[src/rtl/edge_event_arbiter.sv]
// Multi-channel edge-event controller: per-channel rising/falling edge
// detection, pending-event latching with overflow tracking, and a
// round-robin arbiter feeding a single registered valid/ready event slot.
module edge_event_arbiter #(
  parameter int unsigned N   = 4,
  parameter int unsigned IDW = 2
) (
  input  logic           clk,
  input  logic           rst_n,
  input  logic [N-1:0]   data_in,
  input  logic [N-1:0]   rise_en,
  input  logic [N-1:0]   fall_en,
  output logic           evt_valid,
  input  logic           evt_ready,
  output logic [IDW-1:0] evt_id,
  output logic           evt_rise,
  output logic [N-1:0]   overflow,
  input  logic [N-1:0]   clr_ovf
);

  logic [N-1:0]   data_d;
  logic [N-1:0]   pending;
  logic [N-1:0]   pend_rise;
  logic [IDW-1:0] rr_ptr;

  logic [N-1:0]   rise_v;
  logic [N-1:0]   fall_v;
  logic [N-1:0]   edge_v;
  logic           slot_load;

  logic           any_pend;
  logic           hi_found;
  logic [IDW-1:0] hi_idx;
  logic [IDW-1:0] lo_idx;
  logic [IDW-1:0] gnt_idx;
  logic           gnt_rise;
  logic [N-1:0]   gnt_oh;
  logic [IDW-1:0] ptr_nx;

  logic [N-1:0]   pend_nx;
  logic [N-1:0]   rise_nx;
  logic [N-1:0]   ovf_nx;

  // Qualified edge detection against the previous-cycle sample.
  always_comb begin
    rise_v    = data_in & ~data_d & rise_en;
    fall_v    = ~data_in & data_d & fall_en;
    edge_v    = rise_v | fall_v;
    slot_load = ~evt_valid | evt_ready;
  end

  // Round-robin pick: lowest pending index at or above rr_ptr, else the
  // lowest pending index overall (wrap). Grant only when the slot can load.
  always_comb begin
    any_pend = 1'b0;
    hi_found = 1'b0;
    hi_idx   = '0;
    lo_idx   = '0;
    gnt_oh   = '0;
    gnt_rise = 1'b0;
    for (int unsigned i = 0; i < N; i++) begin
      if (!any_pend && pending[i]) begin
        any_pend = 1'b1;
        lo_idx   = IDW'(i);
      end
      if (!hi_found && pending[i] && (i >= 32'(rr_ptr))) begin
        hi_found = 1'b1;
        hi_idx   = IDW'(i);
      end
    end
    gnt_idx = hi_found ? hi_idx : lo_idx;
    for (int unsigned i = 0; i < N; i++) begin
      if (slot_load && any_pend && (i == 32'(gnt_idx))) begin
        gnt_oh[i] = 1'b1;
        gnt_rise  = pend_rise[i];
      end
    end
    ptr_nx = (gnt_idx == IDW'(N - 1)) ? '0 : gnt_idx + 1'b1;
  end

  // Pending/overflow update: a granted channel may re-arm with a new edge;
  // an edge on a pending, non-granted channel is dropped and flagged.
  always_comb begin
    pend_nx = pending & ~gnt_oh;
    rise_nx = pend_rise;
    ovf_nx  = overflow & ~clr_ovf;
    for (int unsigned i = 0; i < N; i++) begin
      if (edge_v[i]) begin
        if (pending[i] && !gnt_oh[i]) begin
          ovf_nx[i] = 1'b1;
        end else begin
          pend_nx[i] = 1'b1;
          rise_nx[i] = rise_v[i];
        end
      end
    end
  end

  // State registers and the output event slot.
  always_ff @(posedge clk) begin
    if (!rst_n) begin
      data_d    <= '0;
      pending   <= '0;
      pend_rise <= '0;
      rr_ptr    <= '0;
      evt_valid <= 1'b0;
      evt_id    <= '0;
      evt_rise  <= 1'b0;
      overflow  <= '0;
    end else begin
      data_d    <= data_in;
      pending   <= pend_nx;
      pend_rise <= rise_nx;
      overflow  <= ovf_nx;
      if (slot_load) begin
        if (any_pend) begin
          evt_valid <= 1'b1;
          evt_id    <= gnt_idx;
          evt_rise  <= gnt_rise;
          rr_ptr    <= ptr_nx;
        end else begin
          evt_valid <= 1'b0;
        end
      end
    end
  end

endmodule

[config.mk]
export PLATFORM = sky130hd
export DESIGN_NAME = edge_event_arbiter
export DESIGN_NICKNAME = d
export VERILOG_FILES = /design/src/rtl/edge_event_arbiter.sv
export SDC_FILE = /design/constraint.sdc
export NUM_CORES = 1
export LEC_CHECK = 0
export BUFFER_PORTS_ARGS = -buffer_cell sky130_fd_sc_hd__buf_4
export CORE_ASPECT_RATIO = 0.9
export CORE_MARGIN = 2
export CORE_UTILIZATION = 39
export DETAILED_ROUTE_END_ITERATION = 16
export GPL_TIMING_DRIVEN = 0
export PLACE_DENSITY_LB_ADDON = 0.08
export SETUP_SLACK_MARGIN = 0.1
export SYNTH_ARGS = -nofsm -noshare
export SYNTH_HDL_FRONTEND = slang
export SYNTH_SLANG_ARGS = --single-unit
[constraint.sdc]
create_clock -name clk -period 2.85 [get_ports clk]
set_clock_uncertainty 0.05 [all_clocks]
set_input_delay 0 -clock clk [delete_from_list [all_inputs] [get_ports clk]]
set_output_delay 0 -clock clk [all_outputs]
set_load 0.01 [all_outputs]
==> impl_results.html, run 1 <==
<table>
<tr><th>Metric</th><th>Value</th></tr>
<tr><th colspan="2">Yosys</th></tr>
<tr><td>Number of distinct library cells after synthesis</td><td>28</td></tr>
<tr><td>Register area share after synthesis</td><td>0.428</td></tr>
<tr><td>Post-synthesis area per instance</td><td>8.79 um2</td></tr>
<tr><td>Cell area after synthesis</td><td>between 1000 and 1500 um2</td></tr>
<tr><td>Yosys warning total</td><td>0</td></tr>
<tr><td>Number of cells produced by synthesis</td><td>117</td></tr>
<tr><td>Number of synthesized register bits</td><td>22</td></tr>
<tr><td>Synth Net Count</td><td>between 100 and 150</td></tr>
<tr><th colspan="2">STA</th></tr>
<tr><td>Number of hold violations in the final report</td><td>0</td></tr>
<tr><td>Total negative slack</td><td>0 ns</td></tr>
<tr><td>Post-route minimum period</td><td>2.18 ns</td></tr>
<tr><td>Final-report setup violation count</td><td>0</td></tr>
<tr><td>Final number of max-transition violations</td><td>0</td></tr>
<tr><td>Worst-case headroom to the max-slew limit</td><td>0.644</td></tr>
<tr><td>Worst-Margin Slew</td><td>about 0.53 ns</td></tr>
<tr><td>Highest achievable clock rate</td><td>458 MHz</td></tr>
<tr><td>Setup repair after global routing missed its margin</td><td>no</td></tr>
<tr><td>Portion of the clock cycle consumed by the worst path in the final layout</td><td>0.766</td></tr>
<tr><td>Worst-case setup margin in the final layout</td><td>0.668 ns</td></tr>
<tr><th colspan="2">Global routing</th></tr>
<tr><td>Grt met2 use</td><td>0.297</td></tr>
<tr><td>Pin count of the biggest net entering global routing</td><td>13</td></tr>
<tr><td>Met3 global-route usage</td><td>0.0494</td></tr>
<tr><td>Grt peak-use layer</td><td>met2</td></tr>
<tr><td>Via count of the first global-routing pass</td><td>~900</td></tr>
<tr><td>First-pass GRT wire length</td><td>3.84 mm</td></tr>
<tr><td>Initial antenna violation count</td><td>0</td></tr>
<tr><td>Met1 track utilization from global routing</td><td>0.190</td></tr>
<tr><td>Combined global-route utilization of all metal layers</td><td>0.166</td></tr>
<tr><td>Total congestion overflow after global routing</td><td>0</td></tr>
<tr><th colspan="2">Final layout</th></tr>
<tr><td>Most common cell after layout, fill and taps aside</td><td>buf_4</td></tr>
<tr><td>Leading cell types in the layout, fill and taps excluded</td><td>buf_4, dfxtp_1, nand2_1</td></tr>
<tr><td>Fraction of layout instances using a drive strength above 1</td><td>0.213</td></tr>
<tr><td>Total number of nets in the final design</td><td>between 150 and 200</td></tr>
<tr><td>Filler-free cell count of the finished design</td><td>188</td></tr>
<tr><td>Synthesis-to-layout area growth</td><td>38.6%</td></tr>
<tr><td>Ant diodes</td><td>0</td></tr>
<tr><th colspan="2">Critical path</th></tr>
<tr><td>Required time at the worst-slack endpoint</td><td>3.07 ns</td></tr>
<tr><td>Endpoint class of the critical path</td><td>flop</td></tr>
<tr><td>Critical-path maximum fanout</td><td>4</td></tr>
<tr><td>Path type of the worst setup path</td><td>flop to flop</td></tr>
<tr><td>Type of origin of the critical path</td><td>flop</td></tr>
<tr><td>CP Data Arrival Time</td><td>roughly 2.4 ns</td></tr>
<tr><th colspan="2">Drt</th></tr>
<tr><td>Detailed-route wire length</td><td>2.21 mm</td></tr>
<tr><td>Antenna-violating nets left</td><td>0</td></tr>
<tr><td>Total DRC errors in the routed layout</td><td>0</td></tr>
<tr><td>Violation count after the first detailed-routing iteration</td><td>11</td></tr>
<tr><td>Routed vias/inst</td><td>4.93</td></tr>
<tr><td>Total number of vias</td><td>926</td></tr>
<tr><td>Length of the first detailed-routing pass in iterations</td><td>4</td></tr>
<tr><td>Wire length per cell</td><td>11.8 um</td></tr>
<tr><th colspan="2">Floorplanning</th></tr>
<tr><td>Boundary Pins</td><td>27</td></tr>
<tr><td>Core ar.</td><td>2490 um2</td></tr>
<tr><td>Total Die Area</td><td>3060 um2</td></tr>
<tr><td>Number of placement rows</td><td>17</td></tr>
<tr><td>Die W</td><td>58.1 um</td></tr>
<tr><td>Initial core utilization</td><td>0.413</td></tr>
<tr><td>Floorplan die height</td><td>52.7 um</td></tr>
<tr><th colspan="2">Place</th></tr>
<tr><td>DPL Wire Length</td><td>between 1.5 and 2 mm</td></tr>
<tr><td>Quantity of I/O buffers inserted on ports</td><td>26</td></tr>
<tr><td>Worst slack after detailed placement</td><td>0.711 ns</td></tr>
<tr><td># placed instances</td><td>around 170</td></tr>
<tr><td>Gpl congestion</td><td>0.827</td></tr>
<tr><th colspan="2">Clocking</th></tr>
<tr><td>Number of buffers created by CTS</td><td>3</td></tr>
<tr><td>Worst-Skew Late Latency</td><td>0.31 ns</td></tr>
<tr><td>Clock tree from TritonCTS</td><td>built</td></tr>
<tr><td>Maximum number of buffers from clock root to sink</td><td>2</td></tr>
<tr><td>Buffers inserted during post-CTS setup optimization</td><td>0</td></tr>
<tr><td>Clock-pin transition on the worst setup and hold timing paths</td><td>0.12 ns</td></tr>
<tr><td>Number of gates resized after CTS</td><td>0</td></tr>
<tr><td>H-tree depth</td><td>1</td></tr>
<tr><td>Buffer type at the clock tree root</td><td>clkbuf_4</td></tr>
<tr><td>Sink Count</td><td>22</td></tr>
<tr><th colspan="2">Power and ir drop</th></tr>
<tr><td>Reported leakage power</td><td>0.633 nW</td></tr>
<tr><td>Total power per unit cell area</td><td>491 nW/um2</td></tr>
<tr><td>Worst IR drop on VDD</td><td>0.000290 V</td></tr>
<tr><td>Design Power</td><td>0.000699 W</td></tr>
<tr><th colspan="2">Run status</th></tr>
<tr><td>Status</td><td>finished clean</td></tr>
<tr><th colspan="2">Hold path</th></tr>
<tr><td>Hold/Removal Path Class</td><td>input port to flop</td></tr>
<tr><th colspan="2">Flow run</th></tr>
<tr><td>Count of maximum capacitance violations</td><td>0</td></tr>
</table>
[registers in the layout, summed over array words and instances (netlist names)]
signal and flops:
rr_ptr 2, data_d 4, evt_id 2, evt_valid 1, overflow 4, pending 4
pend_rise 4, evt_rise 1
[area by class of cell]
cell class | count | area, um2
tap | 28 | 35.0
clock buffer | 4 | 36.3
inverter | 7 | 26.3
multi-input combinational | 86 | 554
fill | 233 | 1060
buffer | 2 | 7.51
sequential | 22 | 440
timing repair buffer | 39 | 325
[per-stage QoR]
| stage | area, um2 | hold WS [ns] | util |
|---|---|---|---|
| 3_5_place_dp | 1260 | 0.172 | 0.506 |
| 3_3_place_gp | 1260 | 0.172 | 0.506 |
| 6_report | 1430 | 0.0167 | 0.573 |
| 4_1_cts | 1430 | 0.000577 | 0.573 |
| 5_1_grt | 1430 | 0.0214 | 0.573 |
| 2_1_floorplan | 1030 | 0.0717 | - |
[worst paths after layout]
| kind | from | to | slack [ns] | depth (start not counted) |
|---|---|---|---|---|
| min reg2reg | evt_id[0] | evt_id[0] | 0.43 | 2 |
| min | fall_en[0] | pend_rise[0] | 0.02 | 3 |
| max reg2reg | rr_ptr[0] | overflow[2] | 0.67 | 8 |
| max | rr_ptr[0] | overflow[2] | 0.67 | 8 |
[kinds of logic (layout without fill, tap and decap cells)]
group                    Yosys count  in the layout  share of synthesized area
adder cells (fa/ha/maj)            4              4                     0.0487
AO/OA/AOI/OAI                     42             42                      0.283
buffers and inverters              9             52                     0.0329
AND/OR/NAND/NOR                   40             40                      0.207
flip-flops                        22             22                      0.428
[critical path, cell delays in order (launching register included)]
cell and delay (ns):
dfxtp_1 0.35, nand2b_1 0.16, and2b_2 0.19, o22ai_1 0.32, inv_1 0.12, ha_1 0.25
a21oi_1 0.27, a21boi_0 0.26, o21a_1 0.16
[synthesized netlist by cell type]
cell | number | area [um2]
a211o_1 | 1 | 8.76
a21boi_0 | 4 | 30.0
a21boi_1 | 1 | 7.51
a21boi_2 | 1 | 11.3
a21o_2 | 1 | 8.76
a21oi_1 | 8 | 40.0
a21oi_2 | 1 | 8.76
a22oi_1 | 1 | 7.51
a41o_1 | 1 | 10.0
and2_1 | 4 | 25.0
and2b_2 | 1 | 8.76
clkbuf_1 | 2 | 7.51
dfxtp_1 | 22 | 440
ha_1 | 4 | 50.1
inv_1 | 7 | 26.3
nand2_1 | 16 | 60.1
nand2b_1 | 4 | 25.0
nand3b_1 | 4 | 30.0
nor2_1 | 2 | 7.51
nor2b_1 | 8 | 50.1
nor4_1 | 1 | 6.26
o2111a_1 | 1 | 11.3
o211a_1 | 1 | 10.0
o211ai_1 | 3 | 22.5
o21a_1 | 7 | 52.6
o21ai_0 | 6 | 30.0
o21bai_1 | 1 | 7.51
o22ai_1 | 4 | 25.0
[metal layers]
metal,part of all wire,vias to the layer above,wire [um]
met5,0,-,0
met4,0.0054,0,12
met3,0.048,3,107
met2,0.47,18,1030
met1,0.48,411,1060
li1,-,494,-
[power breakdown]
part | total, W | switching (W) | internal, W
combinational | 0.000171 | 0.0000816 | 0.0000891
sequential | 0.000355 | 0.0000206 | 0.000335
clock | 0.000173 | 0.0000951 | 0.0000781
total | 0.000699 | 0.000197 | 0.000502
[timing repair]
action,4_1_cts,5_1_grt
setup endpoints to repair,0,0
hold endpoints to repair,12,0
hold buffers,13,0
Power figures use the tool's default switching activity.
==> inputs of run 2 (changes only) <==
--- a/config.mk
+++ b/config.mk
@@ -5,6 +5,7 @@
 export SDC_FILE = /design/constraint.sdc
 export NUM_CORES = 1
 export LEC_CHECK = 0
+export ABC_AREA = 1
 export BUFFER_PORTS_ARGS = -buffer_cell sky130_fd_sc_hd__buf_4
 export CORE_ASPECT_RATIO = 0.9
 export CORE_MARGIN = 2
==> constraint.sdc (replaced) <==
create_clock -name clk -period 2 [get_ports clk]
set_clock_uncertainty 0.05 [all_clocks]
set_input_delay 0 -clock clk [delete_from_list [all_inputs] [get_ports clk]]
set_output_delay 0 -clock clk [all_outputs]
set_load 0.01 [all_outputs]
==> run 2 against run 1 <==
Synthesized cell count grew 32%. Hold slack gained 0.10 ns. Total power grew 63%. Critical path depth grew 3. Wire length grew 12%. Global-route usage grew 0.097 points. Clock power grew 45%. Sequential share of layout area shrank 3.7 points.
==> impl_results.html, run 2 <==
<table>
<tr><th>Metric</th><th>Value</th></tr>
<tr><th colspan="2">Run status</th></tr>
<tr><td>Status</td><td>finished clean</td></tr>
<tr><th colspan="2">Final layout</th></tr>
<tr><td>Synthesis-to-layout area growth</td><td>49.2%</td></tr>
<tr><td>Fraction of layout instances using a drive strength above 1</td><td>0.284 (+0.0712)</td></tr>
<tr><td>Leading cell types in the layout, fill and taps excluded</td><td>nand2_1, buf_4, inv_1</td></tr>
<tr><td>Most common cell after layout, fill and taps aside</td><td>nand2_1</td></tr>
<tr><td>Total number of nets in the final design</td><td>232 (+26%)</td></tr>
<tr><td>Ant diodes</td><td>0 (unchanged)</td></tr>
<tr><th colspan="2">Yosys</th></tr>
<tr><td>Top cells by instance count after synthesis</td><td>nand2_1, inv_1, dfxtp_1</td></tr>
<tr><td>Number of cells produced by synthesis</td><td>155 (+32%)</td></tr>
<tr><td>Adder-cell share of the synthesized area</td><td>0.0453 (-0.00336)</td></tr>
<tr><td>Cell taking the most area after synthesis</td><td>dfxtp_1</td></tr>
<tr><td>Most repeated cell in the gate-level netlist after synthesis</td><td>nand2_1</td></tr>
<tr><td>Synth Net Count</td><td>178 (+27%)</td></tr>
<tr><td>Area share of xor/xnor cells in the synthesized design</td><td>0 (unchanged)</td></tr>
<tr><td>Dominant combinational cell family by area after synthesis</td><td>simple AND/OR/NAND/NOR gates</td></tr>
<tr><td>Post-synthesis area per instance</td><td>7.13 um2 (-19%)</td></tr>
<tr><td>Cell area after synthesis</td><td>1100 um2 (+7.4%)</td></tr>
<tr><td>Compound-cell area share of the yosys netlist</td><td>0.123 (-0.160)</td></tr>
<tr><td>Share of the synthesized area in the top cell type</td><td>0.399 (-0.0296)</td></tr>
<tr><td>Portion of netlist area occupied by mux cells</td><td>0 (unchanged)</td></tr>
<tr><td>Yosys warning total</td><td>0 (unchanged)</td></tr>
<tr><td>Dominant cells by area after synthesis</td><td>dfxtp_1, nand2_1, inv_1</td></tr>
<tr><td>Area fraction in and, or, nand and nor cells after synthesis</td><td>0.330 (+0.123)</td></tr>
<tr><td>Number of synthesized register bits</td><td>22 (unchanged)</td></tr>
<tr><td>Number of distinct library cells after synthesis</td><td>21 (-25%)</td></tr>
<tr><td>Register area share after synthesis</td><td>0.399 (-0.0296)</td></tr>
<tr><td>Number of enable-type register cells in the synthesized netlist</td><td>0 (unchanged)</td></tr>
<tr><td>Async set or reset register ratio after synthesis</td><td>0 (unchanged)</td></tr>
<tr><td>Leading register cell type out of synthesis</td><td>dfxtp_1</td></tr>
<tr><th colspan="2">Clocking</th></tr>
<tr><td>Sink Count</td><td>22 (unchanged)</td></tr>
<tr><td>Number of buffers created by CTS</td><td>3 (unchanged)</td></tr>
<tr><td>Clock tree from TritonCTS</td><td>built</td></tr>
<tr><td>H-tree depth</td><td>1 (unchanged)</td></tr>
<tr><td>Maximum number of buffers from clock root to sink</td><td>2 (unchanged)</td></tr>
<tr><td>Worst-Skew Late Latency</td><td>0.31 ns (about the same)</td></tr>
<tr><td>Buffer type at the clock tree root</td><td>clkbuf_4</td></tr>
<tr><td>Clock-pin transition on the worst setup and hold timing paths</td><td>0.12 ns (about the same)</td></tr>
<tr><th colspan="2">Critical path</th></tr>
<tr><td>Type of origin of the critical path</td><td>flop</td></tr>
<tr><td>Required time at the worst-slack endpoint</td><td>2.21 ns (-0.86 ns)</td></tr>
<tr><td>Path type of the worst setup path</td><td>flop to flop</td></tr>
<tr><td>CP Data Arrival Time</td><td>1.95 ns (-0.45 ns)</td></tr>
<tr><td>Critical-path maximum fanout</td><td>7 (+3)</td></tr>
<tr><td>Endpoint class of the critical path</td><td>flop</td></tr>
<tr><th colspan="2">STA</th></tr>
<tr><td>Highest achievable clock rate</td><td>574 MHz (+25%)</td></tr>
<tr><td>Worst-case setup margin in the final layout</td><td>0.258 ns (-0.410 ns)</td></tr>
<tr><td>Setup repair after global routing missed its margin</td><td>no</td></tr>
<tr><td>Worst-case headroom to the max-slew limit</td><td>0.657 (+0.0132)</td></tr>
<tr><td>Total negative slack</td><td>0 ns (unchanged)</td></tr>
<tr><td>Final number of max-transition violations</td><td>0 (unchanged)</td></tr>
<tr><td>Worst-Margin Slew</td><td>0.514 ns (-0.0198 ns)</td></tr>
<tr><td>Portion of the clock cycle consumed by the worst path in the final layout</td><td>0.871 (+0.105)</td></tr>
<tr><td>Post-route minimum period</td><td>1.74 ns (-0.440 ns)</td></tr>
<tr><td>Final-report setup violation count</td><td>0 (unchanged)</td></tr>
<tr><td>Number of hold violations in the final report</td><td>0 (unchanged)</td></tr>
<tr><th colspan="2">Place</th></tr>
<tr><td>DPL Wire Length</td><td>1.76 mm (+9.0%)</td></tr>
<tr><td>Gpl congestion</td><td>0.832 (+0.58%)</td></tr>
<tr><td>Quantity of I/O buffers inserted on ports</td><td>25 (-3.8%)</td></tr>
<tr><td>Worst slack after detailed placement</td><td>0.102 ns (-0.609 ns)</td></tr>
<tr><th colspan="2">Power and ir drop</th></tr>
<tr><td>Worst IR drop on VDD</td><td>0.000455 V (+57%)</td></tr>
<tr><td>Design Power</td><td>0.00114 W (+63%)</td></tr>
<tr><td>Total power per unit cell area</td><td>692 nW/um2 (+41%)</td></tr>
<tr><td>Reported leakage power</td><td>0.788 nW (+24%)</td></tr>
<tr><th colspan="2">Flow run</th></tr>
<tr><td>Count of maximum capacitance violations</td><td>0 (unchanged)</td></tr>
<tr><th colspan="2">Drt</th></tr>
<tr><td>Length of the first detailed-routing pass in iterations</td><td>4 (unchanged)</td></tr>
<tr><td>Wire length per cell</td><td>9.98 um (-15%)</td></tr>
<tr><td>Routed vias/inst</td><td>4.56 (-7.4%)</td></tr>
<tr><td>Total number of vias</td><td>1131 (+22%)</td></tr>
<tr><td>Total DRC errors in the routed layout</td><td>0 (unchanged)</td></tr>
<tr><td>Antenna-violating nets left</td><td>0 (unchanged)</td></tr>
<tr><td>Violation count after the first detailed-routing iteration</td><td>31 (+20)</td></tr>
<tr><td>Detailed-route wire length</td><td>2.48 mm (+12%)</td></tr>
<tr><th colspan="2">Global routing</th></tr>
<tr><td>Pin count of the biggest net entering global routing</td><td>13 (unchanged)</td></tr>
<tr><td>Initial antenna violation count</td><td>0 (unchanged)</td></tr>
<tr><td>Via count of the first global-routing pass</td><td>1029 (+12%)</td></tr>
<tr><td>First-pass GRT wire length</td><td>4.13 mm (+7.6%)</td></tr>
<tr><td>Total congestion overflow after global routing</td><td>0 (unchanged)</td></tr>
<tr><td>Combined global-route utilization of all metal layers</td><td>0.167 (+0.000968)</td></tr>
<tr><th colspan="2">Floorplanning</th></tr>
<tr><td>Initial core utilization</td><td>0.405 (-0.00785)</td></tr>
<tr><td>Boundary Pins</td><td>27 (unchanged)</td></tr>
<tr><td>Total Die Area</td><td>3280 um2 (+6.9%)</td></tr>
<tr><td>Floorplan die height</td><td>54.5 um (+3.4%)</td></tr>
<tr><td>Core ar.</td><td>2730 um2 (+9.5%)</td></tr>
<tr><td>Die W</td><td>60.1 um (+3.4%)</td></tr>
<tr><td>Number of placement rows</td><td>18 (+1)</td></tr>
<tr><th colspan="2">Hold path</th></tr>
<tr><td>Hold/Removal Path Class</td><td>input port to flop</td></tr>
</table>
[run 2: changes by cell type after synthesis, moves of 5 or more]
cell     before  now
inv_1         7   27
nand2_1      16   35
nand3_1       0   14
nor2b_1       8    0
o21a_1        7    0
a21oi_1       8   14
nand2_2       0    6
o21ai_0       6    0
nand3_2       0    5
o21ai_1       0    5
[run 2: stage by stage]
stage | hold WS, ns | std cells | util | cell area, um2
6_report | 0.120 | 248 | 0.605 | 1650
5_1_grt | 0.166 | 248 | 0.605 | 1650
4_1_cts | 0.117 | 245 | 0.584 | 1590
3_5_place_dp | 0.143 | 220 | 0.493 | 1340
3_3_place_gp | 0.136 | 220 | 0.493 | 1340
2_1_floorplan | 0.0435 | 155 | - | 1100
[run 2: final timing paths]
path | start | end | slack [ns] | cells after the start
max reg2reg | pending[1] | evt_rise | 0.26 | 11
max | pending[1] | evt_rise | 0.26 | 11
min reg2reg | pend_rise[2] | pend_rise[2] | 0.42 | 2
min | evt_ready | evt_valid | 0.12 | 6
[run 2: cell families (layout without fill, tap and decap cells)]
group | Yosys count | in the layout
AO/OA/AOI/OAI | 25 | 25
flip-flops | 22 | 22
adder cells (fa/ha/maj) | 4 | 4
buffers and inverters | 30 | 83
AND/OR/NAND/NOR | 74 | 74
[run 2: routing by layer]
metal	vias to the layer above	global-route usage	wire length, um
met4	0	0.0259	28
met1	503	0.203	1140
met3	4	0.0449	92
li1	602	-	-
met2	22	0.299	1220
met5	-	0	0
[run 2: final cells by class]
cell class	instances	area, um2
buffer	2	8.76
clock buffer	4	36.3
fill	284	1080
inverter	28	105
multi-input combinational	103	579
sequential	22	448
tap	40	50.0
timing repair buffer	49	420
[run 2: report_power, final]
| group | leakage (nW) | internal (W) | switching, W |
|---|---|---|---|
| logic | 0.584 | 0.000173 | 0.000200 |
| registers | 0.183 | 0.000483 | 0.0000345 |
| clock network | 0.0210 | 0.000111 | 0.000139 |
| total | 0.788 | 0.000767 | 0.000373 |
[run 2: timing repair]
item | 4_1_cts | 5_1_grt
hold endpoints to repair | 20 | 0
hold buffers | 21 | 0
setup endpoints to repair | 1 | 6
pin swaps | 0 | 1
gates resized for setup | 1 | 11
setup buffers | 0 | 3
[run 2: critical path: stages, from the launching register on]
cell,delay (ns)
dfxtp_2,0.38
o21bai_1,0.16
nand2_1,0.13
nand3_1,0.10
nand2_2,0.13
inv_1,0.08
ha_2,0.20
nor2_1,0.10
nand4_1,0.09
nand3_1,0.08
nand2_1,0.07
a21oi_2,0.10
==> inputs of run 3 (changes only) <==
--- a/config.mk
+++ b/config.mk
@@ -7,7 +7,7 @@
 export LEC_CHECK = 0
 export ABC_AREA = 1
 export BUFFER_PORTS_ARGS = -buffer_cell sky130_fd_sc_hd__buf_4
-export CORE_ASPECT_RATIO = 0.9
+export CORE_ASPECT_RATIO = 0.6
 export CORE_MARGIN = 2
 export CORE_UTILIZATION = 39
 export DETAILED_ROUTE_END_ITERATION = 16
==> run 3 against run 2 <==
Largest cell class unchanged. Combinational power decreased by 5.9%. First-iteration DRC count down 29%. Count of clock-buffer cells in the layout stayed put. Flip-flop and latch count did not move. Final area decreased by 7.0%. Critical endpoint unchanged. Critical path depth is the same. Critical path type unchanged. Global-route usage increased by 0.90 points.
==> impl_results.html, run 3 (synthesis gave the netlist of run 2 again) <==
<table>
<tr><th>Metric</th><th>Value</th></tr>
<tr><th colspan="2">Clocking</th></tr>
<tr><td>Clock-pin transition on the worst setup and hold timing paths</td><td>0.08 ns (-0.04 ns)</td></tr>
<tr><td>Buffer type at the clock tree root</td><td>clkbuf_8</td></tr>
<tr><td>Clock tree from TritonCTS</td><td>built</td></tr>
<tr><td>Sink Count</td><td>22 (unchanged)</td></tr>
<tr><td>Worst-Skew Late Latency</td><td>0.26 ns (-0.05 ns)</td></tr>
<tr><td>Number of buffers created by CTS</td><td>3 (unchanged)</td></tr>
<tr><td>Maximum number of buffers from clock root to sink</td><td>2 (unchanged)</td></tr>
<tr><td>H-tree depth</td><td>1 (unchanged)</td></tr>
<tr><th colspan="2">Hold path</th></tr>
<tr><td>Hold/Removal Path Class</td><td>input port to flop</td></tr>
<tr><td>Hold Crit Depth</td><td>3 (-3)</td></tr>
<tr><td>Sink of the worst hold path</td><td>evt_valid</td></tr>
<tr><td>Origin of the worst min-delay path</td><td>rst_n</td></tr>
<tr><th colspan="2">STA</th></tr>
<tr><td>Post-Route Hold Slack</td><td>0.00489 ns (-0.115 ns)</td></tr>
<tr><td>Highest achievable clock rate</td><td>574 MHz (about the same)</td></tr>
<tr><td>Worst-Margin Slew</td><td>0.512 ns (-0.00189 ns)</td></tr>
<tr><td>Portion of the clock cycle consumed by the worst path in the final layout</td><td>0.871 (about the same)</td></tr>
<tr><td>Final-report setup violation count</td><td>0 (unchanged)</td></tr>
<tr><td>Post-route minimum period</td><td>1.74 ns (+0.000543 ns)</td></tr>
<tr><td>Setup repair after global routing missed its margin</td><td>no</td></tr>
<tr><td>Final number of max-transition violations</td><td>0 (unchanged)</td></tr>
<tr><td>Number of hold violations in the final report</td><td>0 (unchanged)</td></tr>
<tr><td>Total negative slack</td><td>0 ns (unchanged)</td></tr>
<tr><td>Worst-case headroom to the max-slew limit</td><td>0.658 (+0.00126)</td></tr>
<tr><th colspan="2">Place</th></tr>
<tr><td># placed instances</td><td>212 (-3.6%)</td></tr>
<tr><td>DPL Wire Length</td><td>1.89 mm (+7.7%)</td></tr>
<tr><td>Gpl congestion</td><td>0.754 (-9.4%)</td></tr>
<tr><td>Quantity of I/O buffers inserted on ports</td><td>25 (unchanged)</td></tr>
<tr><th colspan="2">Critical path</th></tr>
<tr><td>Type of origin of the critical path</td><td>flop</td></tr>
<tr><td>CP Data Arrival Time</td><td>1.90 ns (-0.05 ns)</td></tr>
<tr><td>Required time at the worst-slack endpoint</td><td>2.15 ns (-0.06 ns)</td></tr>
<tr><td>Path type of the worst setup path</td><td>flop to flop</td></tr>
<tr><td>Reg-to-reg startpoint</td><td>rr_ptr[0]</td></tr>
<tr><td>End of the worst register-to-register path</td><td>evt_rise</td></tr>
<tr><td>Critical-path maximum fanout</td><td>4 (-3)</td></tr>
<tr><td>Endpoint class of the critical path</td><td>flop</td></tr>
<tr><td>Worst setup slack for register-to-register paths</td><td>0.26 ns (about the same)</td></tr>
<tr><td>R2R depth</td><td>11 (unchanged)</td></tr>
<tr><th colspan="2">Power and ir drop</th></tr>
<tr><td>Reported leakage power</td><td>0.742 nW (-5.9%)</td></tr>
<tr><td>Share of power burned in combinational logic</td><td>0.294 (-0.033)</td></tr>
<tr><td>Share of total power in the clock network</td><td>0.267 (+0.047)</td></tr>
<tr><td>Internal power consumption</td><td>0.000812 W (+5.8%)</td></tr>
<tr><td>Total power per unit cell area</td><td>776 nW/um2 (+12%)</td></tr>
<tr><td>Switching power</td><td>0.000378 W (+1.3%)</td></tr>
<tr><td>Switching share of power</td><td>0.318 (-0.00955)</td></tr>
<tr><td>Reg power frac</td><td>0.439 (-0.015)</td></tr>
<tr><td>Worst IR drop on VDD</td><td>0.000503 V (+10%)</td></tr>
<tr><th colspan="2">Final layout</th></tr>
<tr><td>Area taken by flip-flops and latches</td><td>449 um2 (+0.28%)</td></tr>
<tr><td>Most common cell after layout, fill and taps aside</td><td>nand2_1</td></tr>
<tr><td>Fraction of layout instances using a drive strength above 1</td><td>0.281 (-0.00304)</td></tr>
<tr><td>Total area of multi-input combinational cells</td><td>567 um2 (-2.2%)</td></tr>
<tr><td>Synthesis-to-layout area growth</td><td>38.7%</td></tr>
<tr><td>Ant diodes</td><td>0 (unchanged)</td></tr>
<tr><td>Final design utilization</td><td>0.591 (-0.0135)</td></tr>
<tr><td>Filler-free cell count of the finished design</td><td>228 (-8.1%)</td></tr>
<tr><td>Fillers</td><td>249 (-12%)</td></tr>
<tr><td>Leading cell types in the layout, fill and taps excluded</td><td>nand2_1, inv_1, buf_4</td></tr>
<tr><td>Total number of nets in the final design</td><td>220 (-5.2%)</td></tr>
<tr><th colspan="2">Drt</th></tr>
<tr><td>Wire length on met2</td><td>1.12 mm (-8.3%)</td></tr>
<tr><td>Total DRC errors in the routed layout</td><td>0 (unchanged)</td></tr>
<tr><td>Uppermost layer routed</td><td>met4</td></tr>
<tr><td>Detailed-route wire length</td><td>2.54 mm (+2.7%)</td></tr>
<tr><td>Wire length per cell</td><td>11.2 um (+12%)</td></tr>
<tr><td>Length of the first detailed-routing pass in iterations</td><td>4 (unchanged)</td></tr>
<tr><td>Wire length on met1</td><td>1.30 mm (+14%)</td></tr>
<tr><td>Total number of vias</td><td>1091 (-3.5%)</td></tr>
<tr><td>Antenna-violating nets left</td><td>0 (unchanged)</td></tr>
<tr><td>Violation count after the first detailed-routing iteration</td><td>22 (-29%)</td></tr>
<tr><td>Routed wl met3</td><td>105 um (+14%)</td></tr>
<tr><td>Routed vias/inst</td><td>4.79 (+4.9%)</td></tr>
<tr><th colspan="2">Floorplanning</th></tr>
<tr><td>Boundary Pins</td><td>27 (unchanged)</td></tr>
<tr><td>Floorplan die height</td><td>45.2 um (-17%)</td></tr>
<tr><td>Number of placement rows</td><td>14 (-4)</td></tr>
<tr><td>Total Die Area</td><td>3290 um2 (+0.39%)</td></tr>
<tr><td>Core ar.</td><td>2590 um2 (-4.9%)</td></tr>
<tr><td>Initial core utilization</td><td>0.426 (+0.0207)</td></tr>
<tr><td>Die W</td><td>72.7 um (+21%)</td></tr>
<tr><th colspan="2">Run status</th></tr>
<tr><td>Status</td><td>finished clean</td></tr>
<tr><th colspan="2">Global routing</th></tr>
<tr><td>Initial antenna violation count</td><td>0 (unchanged)</td></tr>
<tr><td>First-pass GRT wire length</td><td>4.31 mm (+4.3%)</td></tr>
<tr><td>Combined global-route utilization of all metal layers</td><td>0.175 (+0.00897)</td></tr>
<tr><td>Via count of the first global-routing pass</td><td>1010 (-1.8%)</td></tr>
<tr><td>Pin count of the biggest net entering global routing</td><td>13 (unchanged)</td></tr>
<tr><td>Total congestion overflow after global routing</td><td>0 (unchanged)</td></tr>
<tr><th colspan="2">Flow run</th></tr>
<tr><td>Count of maximum capacitance violations</td><td>0 (unchanged)</td></tr>
</table>
[run 3: cell count changes in the layout (fill, tap and decap cells not counted), sizes merged]
cell / change
buf: -3
dlygate4sd3: -9
[run 3: power groups by stage]
stage                     sequential, W  combinational [W]  clock (W)
final                          0.000522           0.000350   0.000318
after global routing           0.000528           0.000396   0.000348
after CTS                      0.000518           0.000341   0.000332
after detailed placement       0.000528           0.000317          0
after global placement         0.000525           0.000306          0
after floorplan                0.000525           0.000213          0
[run 3: cell type report]
class                      instances  area share
inverter                          28      0.0686
clock buffer                       4      0.0359
timing repair buffer              37       0.201
tap                               32      0.0261
buffer                             2     0.00571
multi-input combinational        103       0.370
sequential                        22       0.293
[run 3: critical path: stages (launching register included)]
cell	delay, ns
dfxtp_2	0.36
nand2_1	0.08
a21oi_1	0.17
inv_1	0.09
o21ai_4	0.19
inv_1	0.09
ha_2	0.20
inv_1	0.06
nand3_2	0.08
a21oi_1	0.12
nand2_1	0.08
a21oi_2	0.10
[run 3: stage by stage]
step                power [W]  area (um2)  worst slack, ns
floorplan            0.000738        1100            0.347
detailed placement   0.000845        1330           0.0457
CTS                   0.00119        1510            0.179
global placement     0.000831        1330            0.141
finish                0.00119        1530            0.257
global route          0.00127        1530            0.109
[run 3: timing repair]
| action | CTS | global route |
|---|---|---|
| hold buffers | 12 | 0 |
| endpoints found under the setup margin | 4 | 4 |
| buffers inserted | 0 | 0 |
| endpoints found under the hold margin | 15 | 0 |
| resized for setup | 2 | 9 |
| pin swaps | 0 | 1 |
[run 3: per-layer routing]
| layer | vias up | track usage |
|---|---|---|
| met2 | 23 | 0.289 |
| li1 | 578 | - |
| met3 | 2 | 0.0536 |
| met4 | 0 | 0.0519 |
| met5 | - | 0 |
| met1 | 488 | 0.225 |
[run 3: how the worst max path moves through the flow]
stage | slack [ns] | cells after the start | endpoint | startpoint
6_report | 0.26 | 11 | evt_rise | rr_ptr[0]
5_1_grt | 0.11 | 12 | pend_rise[1] | pending[0]
4_1_cts | 0.18 | 11 | evt_rise | rr_ptr[0]
3_5_place_dp | 0.05 | 11 | evt_rise | pending[0]
3_3_place_gp | 0.14 | 11 | evt_rise | rr_ptr[1]
2_1_floorplan | 0.35 | 11 | evt_rise | rr_ptr[0]
